File: src/rtl/hazard_ctrl.sv
// Stall/flush controller: E/M destination scoreboard vs D source deadlines plus mult/div busy tracking.
// stall/flush_E are combinational from the D inputs; optional counters behind HAZARD_STALL_CNT_EN.
module hazard_ctrl #(
  parameter int MULT_CYCLES = 5,
  parameter int DIV_CYCLES  = 10
) (
  input  logic        clk,
  input  logic        reset,
  input  logic [4:0]  rs_D,
  input  logic [4:0]  rt_D,
  input  logic [1:0]  tuse_rs_D,
  input  logic [1:0]  tuse_rt_D,
  input  logic [4:0]  a3_D,
  input  logic [1:0]  tnew_D,
  input  logic        md_start_D,
  input  logic        md_div_D,
  input  logic        md_use_D,
  output logic        stall,
  output logic        flush_E,
  output logic        md_busy,
  output logic [4:0]  a3_E,
  output logic [4:0]  a3_M
`ifdef HAZARD_STALL_CNT_EN
  ,
  output logic [31:0] stall_cnt,
  output logic [31:0] md_stall_cnt
`endif
);

  localparam int MD_MAX = (MULT_CYCLES > DIV_CYCLES) ? MULT_CYCLES : DIV_CYCLES;
  localparam int CNT_W  = $clog2(MD_MAX + 1);

  logic [1:0]       tnew_E;
  logic [1:0]       tnew_M;
  logic             start_E;
  logic             div_E;
  logic [CNT_W-1:0] md_cnt;
  logic             rs_haz;
  logic             rt_haz;
  logic             md_haz;

  // A source conflicts only if the producer's result arrives after the consumer needs it.
  always_comb begin
    rs_haz = (rs_D != 5'd0) && (tuse_rs_D != 2'd3) &&
             (((rs_D == a3_E) && (tnew_E > tuse_rs_D)) ||
              ((rs_D == a3_M) && (tnew_M > tuse_rs_D)));
    rt_haz = (rt_D != 5'd0) && (tuse_rt_D != 2'd3) &&
             (((rt_D == a3_E) && (tnew_E > tuse_rt_D)) ||
              ((rt_D == a3_M) && (tnew_M > tuse_rt_D)));
  end

  assign md_busy = start_E | (md_cnt != '0);
  assign md_haz  = md_use_D & md_busy;
  assign stall   = rs_haz | rt_haz | md_haz;
  assign flush_E = stall;

  always_ff @(posedge clk or posedge reset) begin
    if (reset) begin
      a3_E    <= 5'd0;
      tnew_E  <= 2'd0;
      start_E <= 1'b0;
      div_E   <= 1'b0;
      a3_M    <= 5'd0;
      tnew_M  <= 2'd0;
      md_cnt  <= '0;
    end else begin
      a3_M   <= a3_E;
      tnew_M <= (tnew_E == 2'd0) ? 2'd0 : tnew_E - 2'd1;
      if (stall) begin
        a3_E    <= 5'd0;
        tnew_E  <= 2'd0;
        start_E <= 1'b0;
      end else begin
        a3_E    <= a3_D;
        tnew_E  <= tnew_D;
        start_E <= md_start_D;
        div_E   <= md_div_D;
      end
      // A new start always reloads, even over a running operation.
      if (start_E)
        md_cnt <= div_E ? CNT_W'(DIV_CYCLES) : CNT_W'(MULT_CYCLES);
      else if (md_cnt != '0)
        md_cnt <= md_cnt - 1'b1;
    end
  end

`ifdef HAZARD_STALL_CNT_EN
  always_ff @(posedge clk or posedge reset) begin
    if (reset) begin
      stall_cnt    <= 32'd0;
      md_stall_cnt <= 32'd0;
    end else begin
      if (stall)
        stall_cnt <= stall_cnt + 32'd1;
      if (md_haz && !rs_haz && !rt_haz)
        md_stall_cnt <= md_stall_cnt + 32'd1;
    end
  end
`endif

endmodule
File: config.mk
export PLATFORM = sky130hd
export DESIGN_NAME = hazard_ctrl
export DESIGN_NICKNAME = d
export VERILOG_FILES = /design/src/rtl/hazard_ctrl.sv
export SDC_FILE = /design/constraint.sdc
export NUM_CORES = 1
export LEC_CHECK = 0
export CELL_PAD_IN_SITES_DETAIL_PLACEMENT = 0
export CELL_PAD_IN_SITES_GLOBAL_PLACEMENT = 1
export CORE_MARGIN = 4
export CORE_UTILIZATION = 36
export CTS_BUF_LIST = sky130_fd_sc_hd__clkbuf_8
export CTS_CLUSTER_SIZE = 16
export DETAILED_ROUTE_END_ITERATION = 16
export GPL_ROUTABILITY_DRIVEN = 0
export GPL_TIMING_DRIVEN = 0
export HOLD_SLACK_MARGIN = 0.08
export PLACE_DENSITY = 0.84
export SLEW_MARGIN = 40
export SYNTH_ARGS = -nofsm -noshare
export SYNTH_HDL_FRONTEND = slang
export SYNTH_SLANG_ARGS = --single-unit
File: constraint.sdc
create_clock -name clk -period 3.7 [get_ports clk]
set_input_delay 1.11 -clock clk [delete_from_list [all_inputs] [get_ports clk]]
set_output_delay 1.11 -clock clk [all_outputs]
set_load 0.02 [all_outputs]
==> results of run 1 <==
[sequential cells by signal, summed over array words and instances (netlist names)]
signal / count
tnew_E: 2
md_cnt: 4
a3_M: 5
div_E: 1
tnew_M: 2
a3_E: 5
start_E: 1
[how the worst max path moves through the flow]
stage | startpoint | end | depth (start not counted)
2_1_floorplan | tuse_rs_D[1] | stall | 8
3_3_place_gp | tuse_rt_D[1] | stall | 11
3_5_place_dp | tuse_rt_D[1] | stall | 11
4_1_cts | tuse_rt_D[1] | stall | 11
5_1_grt | tuse_rt_D[0] | stall | 10
6_report | rt_D[3] | stall | 7
[cells in the mapped netlist (2+ instances only)]
cell type  count  area share [%]
or4_1          2             1.2
a21oi_1        5             2.1
and2_2         8             5.0
ha_1          10              10
xor2_1        12             8.7
nor3_1         2            0.83
nor4_1         3             1.6
xnor2_1       10             7.3
nand4_1        3             1.6
inv_1         12             3.7
nand2_1        7             2.2
dfrtp_1       20              42
[power groups by stage]
stage               registers (W)  logic (W)  clock network (W)
floorplan                0.000316   0.000182                  0
finish                   0.000314   0.000331           0.000157
detailed placement       0.000315   0.000303                  0
CTS                      0.000314   0.000320           0.000163
global placement         0.000313   0.000288                  0
global route             0.000319   0.000366           0.000176
[cells by family (layout without fill, tap and decap cells)]
kind of cell | count (synthesis) | after routing
DFF | 20 | 20
and+or+nand+nor | 30 | 30
adders and majority gates | 10 | 10
buffers and inverters | 13 | 57
muxes | 3 | 3
AOI/OAI and AO/OA | 13 | 13
xor gates and xnor gates | 22 | 22
[per-stage QoR]
stage | setup slack, ns | utilization (%) | std cells
2_1_floorplan | 0.0319 | - | 111
3_3_place_gp | -1.01 | 52.4 | 193
3_5_place_dp | -1.04 | 52.4 | 193
4_1_cts | 0.00344 | 57.2 | 198
5_1_grt | -0.0263 | 58.6 | 199
6_report | 0.0482 | 58.6 | 199
[metal layers]
layer  GRT usage (%)  part of all wire [%]  vias up
li1                -                     -      463
met1            17.3                    39      450
met2            27.7                    55       26
met3            3.40                   3.6        4
met4            7.25                   1.7        0
met5               0                     0        -
[critical path: cells and delay by family]
kind | cells | cell delay, ns
AOI/OAI and AO/OA | 2 | 0.41
buffers and inverters | 4 | 0.53
and+or+nand+nor | 1 | 0.49
[cell type report]
type	instances	share of cell area, %
well taps	44	3.00
multi-input cells	78	43.7
plain buffers	1	0.614
clock buffers	4	3.00
inverters	12	2.86
flip-flops and latches	20	27.3
repair buffers	40	19.5
[what timing repair did]
action,CTS,global route
setup endpoints to repair,2,2
cloned,0,0
setup buffers,1,1
endpoints found under the hold margin,0,0
resized for setup,53,23
pin swaps,11,14
==> impl_metrics.ini, run 1 <==
[setup_path]
required_ns = 2.59
critPathKind = input port to primary output
critPathMaxStageDelay_ns = 0.49
r2r-start = tnew_E[0]$_DFF_PP0_
timing.rr.end = div_E$_DFFE_PP0N_
r2r_slack_ns = 1.50
slowest_stage = or4_4
path_common_cell = buf_6
cp-end-kind = primary output
cp-start-kind = input port
path_cells = dlygate4sd2_1 > or4_4 > o221ai_2 > o211a_4 > inv_2 > buf_6 > buf_6
worst_ep_arrival_time_ns = 2.54
r2r_cells = 9
crit_fanout = 3

[yosys]
ys_seq_area_share_pct = 41.5
synth_xor_area_share_pct = 16.0
synth-edff-count = 0
synth-adder-area-share_pct = 10.4
synth_flop_cell = dfrtp_1
synth_nets = 147
ys_types = 29
synthArstFlopShare_pct = 100
synth_compound_area_share_pct = 9.66
synthMuxAreaShare_pct = 3.01
synth_warnings = 0
synth_top_family_by_area = XOR/XNOR gates
syn-mean-instance-area_um2 = 10.9
syn_area_um2 = 1200
yosys.area_share.simple_pct = 15.1
syn_inst = 111
ys_seq_elements = 20

[drt]
wl_per_cell_um = 15.6
num_vias = 943
finalWirelength_mm = 3.10
drt-vias-per-instance = 4.74
drt_iter0_drc = 28
ant_nets = 0
drtPass1Iterations = 4
drc_errors = 0

[worst_hold_path]
hold_path.class = flop to flop
hp-start = tnew_E[0]$_DFF_PP0_
holdPathStages = 1
min_to = tnew_M[0]$_DFF_PP0_

[clock_network]
cts_hold_buf = 0
cts_tree = done
clk_path_buf_depth = 2
numClockSinks = 20
worstSkewPairLatency_ns = 0.25
clk_pin_slew_ns = 0.07
numCtsBuffers = 3
cts_root_buf = clkbuf_8
cts_max_level = 1

[cells_and_area]
syn2layout_area_growth_pct = 52.2
n_antenna_cell = 0
regArea_um2 = 500
final_common_cell = clkdlybuf4s50_1
final_area_um2 = 1830
multi_input_area_um2 = 802
drive_above_1_share_pct = 32.9
final_nets = 192
fillers = 289
final_cell_mix = clkdlybuf4s50_1, dfrtp_1, xor2_1, xnor2_1

[global_route]
antenna_found_initial = 0
grt_usage_pct = 15.5
grt_pass1_vias = 1063
grt_pass1_wl_mm = 4.97
grt_overflow = 0
grt_max_degree = 21

[sta]
slew_violations = 0
fmax_mhz = 274
worstMarginPinSlew_ns = 0.686
setup_viol = 0
post-route-period-util_pct = 98.7
maxSlewHeadroom_pct = 54.0
min_period_ns = 3.65
setup_tns_ns = 0
rsz0062_at_grt = true
whs_ns = 0.464
fin_skew_ns = 0.00225
hold_viol_final = 0

[power]
combPwrFrac_pct = 41.3
p_clk_share_pct = 19.6
p_switching_w = 0.000266
power_w = 0.000802
powerDensity_nw_per_um2 = 437
pwr-share-seq_pct = 39.1
p_leak_nw = 0.778
p_int_w = 0.000536
peakVddDrop_v = 0.000237
sw_frac_of_total_pct = 33.1

[die]
dieArea_um2 = 4340
num_rows = 20
fp.dieH_um = 65.9
initial_core_util_pct = 38.5
fp.dieW_um = 65.9
core_um2 = 3130
ioPinCount = 39

[status]
status = complete, no violations

[placed_design]
portBuffers = 38
dp_hpwl_mm = 2.36
placed_area_um2 = 1640

[run]
maxCapViolations = 0
No activity file was read; power rests on OpenSTA's default activity.
==> inputs of run 2 (changes only) <==
Settings changed: ABC_AREA set to 1, CORE_UTILIZATION 36 to 34.
==> impl_metrics.ini, run 2 <==
[setup_path]
path_buf_inv = 5
crit_family = buffers and inverters
crit_fanout = 4
slowest_stage = ha_4
cp-start-kind = input port
required_ns = 2.59
cp-end-kind = primary output
path_cells = clkdlybuf4s15_1 > inv_2 > buf_4 > ha_4 > a21oi_2 > nor2_1 > nand3_1 > nand2_1 > nand2_2 > nand3_4 > buf_6 > buf_6
critPathMaxStageDelay_ns = 0.24
worst_ep_arrival_time_ns = 2.53
path_common_cell = buf_6
critPathKind = input port to primary output

[global_route]
grt_pass1_wl_mm = 5.02
grt_overflow = 0
antenna_found_initial = 0
grt_usage_pct = 12.0
grt_pass1_vias = 1177
grt_max_degree = 21

[yosys]
syn_inst = 191
synth_area_leaders = dfrtp_1, nand2_1, inv_1, ha_1, nor2_1
syn-mean-instance-area_um2 = 6.99
synthArstFlopShare_pct = 100
yosysTopAreaCellShare_pct = 37.5
synth_flop_cell = dfrtp_1
ys_types = 19
ys_seq_area_share_pct = 37.5
synth_nets = 227
ys_top_cells_by_count = nand2_1, inv_1, nor2_1, dfrtp_1, ha_1
synth_warnings = 0
synth-edff-count = 0
syn_area_um2 = 1340
synth_top_cell_by_area = dfrtp_1
ys_seq_elements = 20
yosys.cell_count.top_type = nand2_1

[placed_design]
dp_slack_ns = -0.844
placed_area_um2 = 1780
dp_hpwl_mm = 2.35
portBuffers = 38

[clock_network]
cts_root_buf = clkbuf_8
cts_tree = done
numClockSinks = 20
cts_hold_buf = 0
numCtsBuffers = 3
cts_max_level = 1
clk_pin_slew_ns = 0.06
clk_path_buf_depth = 2
worstSkewPairLatency_ns = 0.24

[cells_and_area]
final_area_um2 = 1940
syn2layout_area_growth_pct = 45.1
n_antenna_cell = 0
largest_registers = a3_E (5), a3_M (5), md_cnt (4)
final_common_cell = nand2_1
final_nets = 277
drive_above_1_share_pct = 12.1
fillers = 386
final_cell_mix = nand2_1, inv_1, nor2_1, clkdlybuf4s50_1, dfrtp_1

[die]
dieArea_um2 = 4990
initial_core_util_pct = 35.9
fp.dieH_um = 70.7
core_um2 = 3720
fp.dieW_um = 70.7
ioPinCount = 39
num_rows = 22

[power]
powerDensity_nw_per_um2 = 381
peakVddDrop_v = 0.000232
p_leak_nw = 1.06

[sta]
fmax_mhz = 274
fin_skew_ns = 0.000588
post-route-period-util_pct = 98.5
worstMarginPinSlew_ns = 0.688
min_period_ns = 3.64
setup_viol = 0
hold_viol_final = 0
slew_violations = 0
setup_tns_ns = 0
final.setup.worst_slack_ns = 0.0556
maxSlewHeadroom_pct = 53.8

[status]
status = complete, no violations

[drt]
finalWirelength_mm = 2.98
drt-vias-per-instance = 4.28
drt_iter0_drc = 44
wl_per_cell_um = 10.4
drtPass1Iterations = 4
drc_errors = 0
num_vias = 1228
ant_nets = 0

[worst_hold_path]
hold_path.class = flop to flop

[run]
maxCapViolations = 0
==> run 2: per-stage QoR <==
stage / hold slack (ns) / std cells / power, W / util [%]
global route: 0.432 / 287 / 0.000801 / 52.1
global placement: 0.395 / 277 / 0.000589 / 47.8
detailed placement: 0.394 / 277 / 0.000592 / 47.8
finish: 0.406 / 287 / 0.000737 / 52.1
CTS: 0.409 / 284 / 0.000742 / 51.0
floorplan: 0.421 / 191 / 0.000484 / -
==> run 2: layout make-up <==
| cell class | count | area, um2 | share of cell area (%) |
|---|---|---|---|
| Inverter | 46 | 173 | 8.91 |
| Tap cell | 48 | 60.1 | 3.10 |
| Clock buffer | 3 | 41.3 | 2.13 |
| Buffer | 1 | 11.3 | 0.581 |
| Timing Repair Buffer | 45 | 437 | 22.5 |
| Multi-Input combinational cell | 124 | 714 | 36.9 |
| Sequential cell | 20 | 500 | 25.8 |
==> run 2: cell families (layout without fill, tap and decap cells) <==
logic type,count (synthesis),count (layout),share of synthesized area (%)
AOI/OAI and AO/OA,11,11,4.41
DFF,20,20,37.5
adders and majority gates,10,10,9.37
and+or+nand+nor,94,94,29.3
buffers and inverters,47,95,13.5
xor gates and xnor gates,9,9,5.90
==> run 2: final timing paths <==
kind	start	end	slack (ns)	cells past startpoint
worst max-delay path	tuse_rs_D[1]	stall	0.06	12
worst min-delay path	a3_E[3]$_DFF_PP0_	a3_M[3]$_DFF_PP0_	0.41	0
worst max register to register	tnew_E[1]$_DFF_PP0_	div_E$_DFFE_PP0N_	1.90	14
worst min register to register	a3_E[3]$_DFF_PP0_	a3_M[3]$_DFF_PP0_	0.41	0
max in group asynchronous	reset	start_E$_DFF_PP0_	2.18	2
min in group asynchronous	reset	a3_E[4]$_DFF_PP0_	1.19	2
==> run 2: timing repair <==
action | 4_1_cts | 5_1_grt
setup buffers | 4 | 3
resized for setup | 22 | 12
pin swaps | 6 | 8
endpoints found under the setup margin | 2 | 2
==> run 2: power by group <==
group | total (W) | internal [W] | leakage (nW) | switching, W
Sequential | 0.000301 | 0.000262 | 0.253 | 0.0000392
Clock | 0.000132 | 0.0000721 | 0.0216 | 0.0000603
Combinational | 0.000303 | 0.000149 | 0.787 | 0.000155
Total | 0.000737 | 0.000483 | 1.06 | 0.000254
==> run 2: metal layers <==
| layer | global-route usage [%] | vias to the layer above | wire (um) |
|---|---|---|---|
| met4 | 3.13 | 0 | 13 |
| li1 | - | 662 | - |
| met2 | 21.3 | 28 | 1490 |
| met3 | 1.99 | 2 | 159 |
| met1 | 15.2 | 536 | 1320 |
| met5 | 0 | - | 0 |
==> run 2: worst reg2reg max path: stages (launching register included) <==
cell and delay (ns):
dfrtp_1 0.46, ha_4 0.30, nand2_1 0.04, inv_1 0.06
nor2_1 0.04, nand2_1 0.06, nor2_2 0.04, nand2_1 0.05
nand2_1 0.05, nand2_2 0.11, nand3_4 0.11, buf_4 0.14
buf_4 0.14, nand2_2 0.05, nand2_1 0.04
